==> src/rtl/fifo_pkg.sv <==
`default_nettype none
// ============================================================================
// Module      : fifo_pkg
// Description : Shared constants and helpers for the synchronous FIFO family.
//               c_DEFAULT_DATA_W / c_DEFAULT_DEPTH : default geometry
//               clog2()                            : ceiling log2 for sizing
// Revision    : 1.0 - initial release
// ============================================================================
package fifo_pkg;

    localparam int c_DEFAULT_DATA_W = 8;
    localparam int c_DEFAULT_DEPTH  = 16;

    // Ceiling log2; clog2(1) = 0, clog2(2) = 1, clog2(16) = 4.
    function automatic int clog2(input int value);
        int r_bits;
        int r_rem;
        r_bits = 0;
        r_rem  = value - 1;
        while (r_rem > 0) begin
            r_bits = r_bits + 1;
            r_rem  = r_rem >> 1;
        end
        return r_bits;
    endfunction

endpackage : fifo_pkg
`default_nettype wire

==> src/rtl/fifo_mem.sv <==
`default_nettype none
// ============================================================================
// Module      : fifo_mem
// Description : Simple dual-port RAM, DEPTH x DATA_W. Synchronous write port,
//               synchronous read port with a registered output that holds its
//               value when no read is issued.
// Ports       : clk      - clock
//               rst      - synchronous active-low reset (read register only)
//               i_we     - write enable
//               i_waddr  - write address
//               i_wdata  - write data
//               i_re     - read enable
//               i_raddr  - read address
//               o_rdata  - registered read data
// Revision    : 1.0 - initial release
// ============================================================================
module fifo_mem #(
    parameter int DATA_W = 8,
    parameter int DEPTH  = 16,
    parameter int ADDR_W = 4
) (
    input  logic              clk,
    input  logic              rst,
    input  logic              i_we,
    input  logic [ADDR_W-1:0] i_waddr,
    input  logic [DATA_W-1:0] i_wdata,
    input  logic              i_re,
    input  logic [ADDR_W-1:0] i_raddr,
    output logic [DATA_W-1:0] o_rdata
);

    logic [DATA_W-1:0] r_mem [DEPTH];
    logic [DATA_W-1:0] r_rdata;

    // Storage is deliberately left out of reset so it maps onto plain RAM.
    always_ff @(posedge clk) begin
        if (i_we) begin
            r_mem[i_waddr] <= i_wdata;
        end
    end

    always_ff @(posedge clk) begin
        if (!rst) begin
            r_rdata <= '0;
        end else if (i_re) begin
            r_rdata <= r_mem[i_raddr];
        end
    end

    assign o_rdata = r_rdata;

endmodule : fifo_mem
`default_nettype wire

==> src/rtl/fifo_sync_param.sv <==
`default_nettype none
// ============================================================================
// Module      : fifo_sync_param
// Description : Parametrised single-clock FIFO with occupancy count,
//               programmable almost-full/almost-empty thresholds, registered
//               read data with valid strobe and overflow/underflow pulses.
// Ports       : clk          - clock, rising edge
//               rst          - synchronous reset, active-low
//               w_en/in_data - write request and data
//               r_en         - read request
//               out_data     - registered read data
//               rd_valid     - out_data holds a newly read word
//               full/empty/almost_full/almost_empty - registered flags
//               count        - occupancy 0..DEPTH
//               overflow     - one-cycle pulse: write rejected
//               underflow    - one-cycle pulse: read rejected
// Revision    : 1.0 - initial release
// ============================================================================
module fifo_sync_param
    import fifo_pkg::*;
#(
    parameter int DATA_W    = c_DEFAULT_DATA_W,
    parameter int DEPTH     = c_DEFAULT_DEPTH,
    parameter int AF_THRESH = DEPTH - 2,
    parameter int AE_THRESH = 2
) (
    input  logic                   clk,
    input  logic                   rst,
    input  logic                   w_en,
    input  logic [DATA_W-1:0]      in_data,
    input  logic                   r_en,
    output logic [DATA_W-1:0]      out_data,
    output logic                   rd_valid,
    output logic                   full,
    output logic                   empty,
    output logic                   almost_full,
    output logic                   almost_empty,
    output logic [clog2(DEPTH):0]  count,
    output logic                   overflow,
    output logic                   underflow
);

    localparam int ADDR_W = clog2(DEPTH);
    localparam int CNT_W  = ADDR_W + 1;

    localparam logic [CNT_W-1:0] c_DEPTH_CNT = CNT_W'(DEPTH);
    localparam logic [CNT_W-1:0] c_AF_CNT    = CNT_W'(AF_THRESH);
    localparam logic [CNT_W-1:0] c_AE_CNT    = CNT_W'(AE_THRESH);

    // Elaboration-time parameter checks.
    if ((DEPTH < 2) || ((DEPTH & (DEPTH - 1)) != 0)) begin : g_bad_depth
        $error("fifo_sync_param: DEPTH must be a power of 2 and >= 2");
    end
    if ((AF_THRESH < 1) || (AF_THRESH > DEPTH)) begin : g_bad_af
        $error("fifo_sync_param: AF_THRESH must be in 1..DEPTH");
    end
    if ((AE_THRESH < 0) || (AE_THRESH > DEPTH - 1)) begin : g_bad_ae
        $error("fifo_sync_param: AE_THRESH must be in 0..DEPTH-1");
    end
    if (DATA_W < 1) begin : g_bad_width
        $error("fifo_sync_param: DATA_W must be >= 1");
    end

    logic [ADDR_W-1:0] r_wr_ptr;
    logic [ADDR_W-1:0] r_rd_ptr;
    logic [CNT_W-1:0]  r_count;
    logic              r_full;
    logic              r_empty;
    logic              r_almost_full;
    logic              r_almost_empty;
    logic              r_rd_valid;
    logic              r_overflow;
    logic              r_underflow;

    logic              w_rd_acc;
    logic              w_wr_acc;
    logic [CNT_W-1:0]  w_count_nxt;

    // A read frees a slot on the same edge, so a write at full is accepted
    // when paired with a read. At empty there is no bypass: the read fails.
    assign w_rd_acc = r_en && !r_empty;
    assign w_wr_acc = w_en && (!r_full || w_rd_acc);

    always_comb begin
        w_count_nxt = r_count;
        case ({w_wr_acc, w_rd_acc})
            2'b10:   w_count_nxt = r_count + CNT_W'(1);
            2'b01:   w_count_nxt = r_count - CNT_W'(1);
            default: w_count_nxt = r_count;
        endcase
    end

    always_ff @(posedge clk) begin
        if (!rst) begin
            r_wr_ptr       <= '0;
            r_rd_ptr       <= '0;
            r_count        <= '0;
            r_full         <= 1'b0;
            r_empty        <= 1'b1;
            r_almost_full  <= 1'b0;
            r_almost_empty <= 1'b1;
            r_rd_valid     <= 1'b0;
            r_overflow     <= 1'b0;
            r_underflow    <= 1'b0;
        end else begin
            if (w_wr_acc) begin
                r_wr_ptr <= r_wr_ptr + ADDR_W'(1);
            end
            if (w_rd_acc) begin
                r_rd_ptr <= r_rd_ptr + ADDR_W'(1);
            end
            r_count        <= w_count_nxt;
            // Flags are taken from the next count so they move with count.
            r_full         <= (w_count_nxt == c_DEPTH_CNT);
            r_empty        <= (w_count_nxt == '0);
            r_almost_full  <= (w_count_nxt >= c_AF_CNT);
            r_almost_empty <= (w_count_nxt <= c_AE_CNT);
            r_rd_valid     <= w_rd_acc;
            r_overflow     <= w_en && !w_wr_acc;
            r_underflow    <= r_en && !w_rd_acc;
        end
    end

    // Writes are masked during reset so a reset edge never touches storage.
    fifo_mem #(
        .DATA_W (DATA_W),
        .DEPTH  (DEPTH),
        .ADDR_W (ADDR_W)
    ) u_mem (
        .clk     (clk),
        .rst     (rst),
        .i_we    (w_wr_acc && rst),
        .i_waddr (r_wr_ptr),
        .i_wdata (in_data),
        .i_re    (w_rd_acc),
        .i_raddr (r_rd_ptr),
        .o_rdata (out_data)
    );

    assign rd_valid     = r_rd_valid;
    assign full         = r_full;
    assign empty        = r_empty;
    assign almost_full  = r_almost_full;
    assign almost_empty = r_almost_empty;
    assign count        = r_count;
    assign overflow     = r_overflow;
    assign underflow    = r_underflow;

endmodule : fifo_sync_param
`default_nettype wire

==> config.mk <==
export PLATFORM = sky130hd
export DESIGN_NAME = fifo_sync_param
export DESIGN_NICKNAME = d
export VERILOG_FILES = /design/src/rtl/fifo_pkg.sv /design/src/rtl/fifo_mem.sv /design/src/rtl/fifo_sync_param.sv
export SDC_FILE = /design/constraint.sdc
export NUM_CORES = 1
export LEC_CHECK = 0
export ABC_CLOCK_PERIOD_IN_PS = 6700
export BUFFER_PORTS_ARGS = -buffer_cell sky130_fd_sc_hd__buf_2
export CAP_MARGIN = 0
export CORE_UTILIZATION = 50
export DETAILED_ROUTE_END_ITERATION = 8
export PLACE_DENSITY_LB_ADDON = 0.3
export SETUP_SLACK_MARGIN = 0.15
export SYNTH_ARGS = -nofsm -noshare
export SYNTH_HDL_FRONTEND = slang
export SYNTH_SLANG_ARGS = --single-unit
==> constraint.sdc <==
create_clock -name clk -period 6.7 [get_ports clk]
set_input_delay 0.335 -clock clk [delete_from_list [all_inputs] [get_ports clk]]
set_output_delay 0.335 -clock clk [all_outputs]
set_load 0.05 [all_outputs]
==> flow_summary_export.csv <==
group,metric,value,unit
power_and_ir_drop,intPower,1.80,mW
worst_setup_path,critical-path-slowest-cell,"sky130_fd_sc_hd__nand2b_1",
grt,grt_start_max_net_pins,31,
floorplanning,dieArea,12700,um^2
cts,clk_transition_reported_paths,0.06,ns
synth,yosysWarningCount,0,
cts,cts-hold-fix-buffers,0,
power_and_ir_drop,power.clock.fraction,39.1,%
worst_setup_path,worstPathMaxFanout,20,
synth,synthDominantAreaCellType,"sky130_fd_sc_hd__edfxtp_1",
worst_setup_path,worstPathArrival,3.75,ns
timing,tightestPinTransition,1.00,ns
timing,timing.final.hold_violations,0,
synth,syn_nets,381,
power_and_ir_drop,vdd_ir_drop_max,0.233,mV
timing,finalClockSkew,0.00502,ns
grt,groute.usage.overall,20.7,%
worst_setup_path,worstPathRequired,7.01,ns
timing,hold-worst-slack,0.174,ns
detailed_routing,ant_nets,0,
detailed_routing,drc_violations_left,0,
timing,rsz0062_at_grt,"no",
timing,finalSetupTns,0,ns
grt,grt_antenna_before_repair,0,
synth,postSynth.topFlopCell,"sky130_fd_sc_hd__edfxtp_1",
layout,post_route_cells_drive_above_1_share,25.1,%
power_and_ir_drop,switching_share,25.7,%
grt,grt.overflow.total,0,
synth,synth-seq-cells,156,
timing,relative_slew_slack,32.8,%
detailed_routing,first_pass_iters,4,
status,outcome,"complete, no violations",
grt,wire_length_of_the_first_global_routing_pass,18700,um
synth,synth.cell_area,6150,um^2
synth,post_synth_main_area_contributors,"sky130_fd_sc_hd__edfxtp_1, sky130_fd_sc_hd__mux4_2, sky130_fd_sc_hd__dfxtp_1",
cts,cts.htree.levels,4,
cts,clkSinkCount,156,
place,placement.setup.worst_slack,3.27,ns
power_and_ir_drop,power.density_cell_area,344,nW/um^2
worst_setup_path,worstPathCellList,"nand2b_1, nand2_1, nand2_1, ha_1, xor2_1, ha_1, a21o_1, and2_1, o211ai_1, xnor2_1, nor4bb_1",
timing,final-setup-viol-count,0,
detailed_routing,first_iter_violations,262,
detailed_routing,wirelength,11800,um
layout,final_net_count,417,
cts,cts_root_buf,"sky130_fd_sc_hd__clkbuf_16",
worst_setup_path,critical_path_end_type,"flip-flop",
run,maximum_capacitance_violations,0,
synth,synth.top_cell.area_share,62.5,%
layout,antenna-diode-count,0,
floorplanning,chipHeight,113,um
timing,period_minus_slack,3.44,ns
timing,finalMaxSlewViolations,0,
floorplanning,placement_rows,40,
cts,post-cts-setup-buffer-count,0,
layout,final_common_cell,"sky130_fd_sc_hd__edfxtp_1",
timing,fin_crit_sh,51.3,%
cts,cts_resized,0,
timing,clock.fmax,291,MHz
cts,cts_made_buffers,17,
detailed_routing,routedWlPerCell,21.3,um
synth,synth.yosys.seq_area_share,71.6,%
place,place_hpwl,7580,um
timing,final.setup.worst_slack,3.26,ns
detailed_routing,vias,3190,
power_and_ir_drop,power_leakage,2.35,nW
synth,synthesis.area_per_instance,17.0,um^2
layout,syn2layout_area_growth,14.2,%
synth,synth_enable_flop_cells,128,
grt,grt_pass1_vias,3306,
power_and_ir_drop,power_frac_seq,46.3,%
power_and_ir_drop,power_frac_comb,14.6,%
detailed_routing,viasPerCell,5.73,
cts,cts_tree,"yes",
floorplanning,initial_utilization,51.2,%
synth,synth_async_sr_flop_share,0,%
layout,layout_common_cells,"sky130_fd_sc_hd__edfxtp_1, sky130_fd_sc_hd__nor2_1, sky130_fd_sc_hd__mux4_2",
layout,num-fill-cells,906,
worst_setup_path,worst-setup-path-type,"flip-flop to flip-flop",
synth,synth_cell_types,41,
floorplanning,core_area,12000,um^2
worst_setup_path,crit_path_start_kind,"flip-flop",
floorplanning,design.portCount,32,
cts,insertion_delay,0.42,ns
power_and_ir_drop,switchingPower,0.621,mW
hold_path,holdCritPathClass,"primary input to flip-flop",
floorplanning,die-width,113,um
synth,syn_inst,361,
place,portBuffers,31,
cts,cts.path.max_buffers,2,
place,place.gp.congestion,0.781,
worst_setup_path,cpPeakStageDelay,0.58,ns
synth_stat cells, types with 5 or more instances:
cell type and count:
sky130_fd_sc_hd__nor2_1 33, sky130_fd_sc_hd__dfxtp_1 28, sky130_fd_sc_hd__a22oi_1 17, sky130_fd_sc_hd__a21oi_1 21, sky130_fd_sc_hd__mux4_2 32, sky130_fd_sc_hd__and2_1 5, sky130_fd_sc_hd__xor2_1 5, sky130_fd_sc_hd__edfxtp_1 128
sky130_fd_sc_hd__inv_1 5, sky130_fd_sc_hd__buf_1 8, sky130_fd_sc_hd__nand2_1 15, sky130_fd_sc_hd__ha_1 8
power groups by stage:
| stage | clock [mW] | combinational, mW | sequential (mW) |
|---|---|---|---|
| finish | 0.946 | 0.352 | 1.12 |
| global route | 0.998 | 0.380 | 1.12 |
| CTS | 0.958 | 0.355 | 1.12 |
| detailed placement | 0 | 0.353 | 1.14 |
| global placement | 0 | 0.345 | 1.14 |
| floorplan | 0 | 0.213 | 1.20 |
worst paths after layout:
path                         start                to  slack, ns  cells after the start
setup / recovery             empty              full       3.26                     11
hold reg to reg   u_mem.o_rdata[7]  u_mem.o_rdata[7]       0.49                      2
setup reg to reg             empty              full       3.26                     11
hold / removal                 rst      almost_empty       0.17                      2
per-stage QoR:
step / cell area (um^2) / power, mW / instances / utilization, %
5_1_grt: 7020 / 2.50 / 557 / 58.5
3_5_place_dp: 6440 / 1.49 / 525 / 53.6
4_1_cts: 7020 / 2.43 / 557 / 58.5
3_3_place_gp: 6440 / 1.48 / 525 / 53.6
6_report: 7020 / 2.42 / 557 / 58.5
2_1_floorplan: 6150 / 1.41 / 361 / -
worst max-delay path, delay by kind of cell, from the launching register on:
family	cells	cell delay, ns
simple gates	5	1.63
xor+xnor	2	0.35
fa+ha+maj	2	0.61
flops	1	0.35
compound gates	2	0.39
cell type report:
type	instances	area [um^2]	share of cell area (%)
multi-input combinational	179	1630	23.2
clock buffer	20	437	6.22
sequential	156	4410	62.7
timing repair buffer	37	200	2.85
tap	147	184	2.62
clock inverter	12	148	2.10
inverter	6	22.5	0.321
logic make-up (layout without fill, tap and decap cells):
kind of cell,Yosys count,after routing,synth area share [%]
flip-flops,156,156,71.6
AND/OR/NAND/NOR,76,76,5.90
AO/OA/AOI/OAI,53,53,5.78
multiplexers,33,33,11.9
buffers and inverters,26,75,1.93
XOR/XNOR,9,9,1.28
adder cells (fa/ha/maj),8,8,1.63
registers in the layout, indices dropped and copies added, names as in the netlist:
register and flops:
full 1, rd_valid 1, empty 1, u_mem.o_rdata 8
r_rd_ptr 4, overflow 1, almost_full 1, underflow 1
u_mem.r_mem 128, r_wr_ptr 4, almost_empty 1, count 5
metal layers:
layer  vias to the layer above  global-route usage (%)  routed length (um)  share of wire (%)
met1                      1618                    28.5                5320                 45
met2                        68                    32.1                5760                 49
met3                        15                    5.57                 585                4.9
li1                       1489                       -                   -                  -
met5                         -                       0                   0                  0
met4                         0                    7.89                 181                1.5
(Power assumes the default switching activity.)
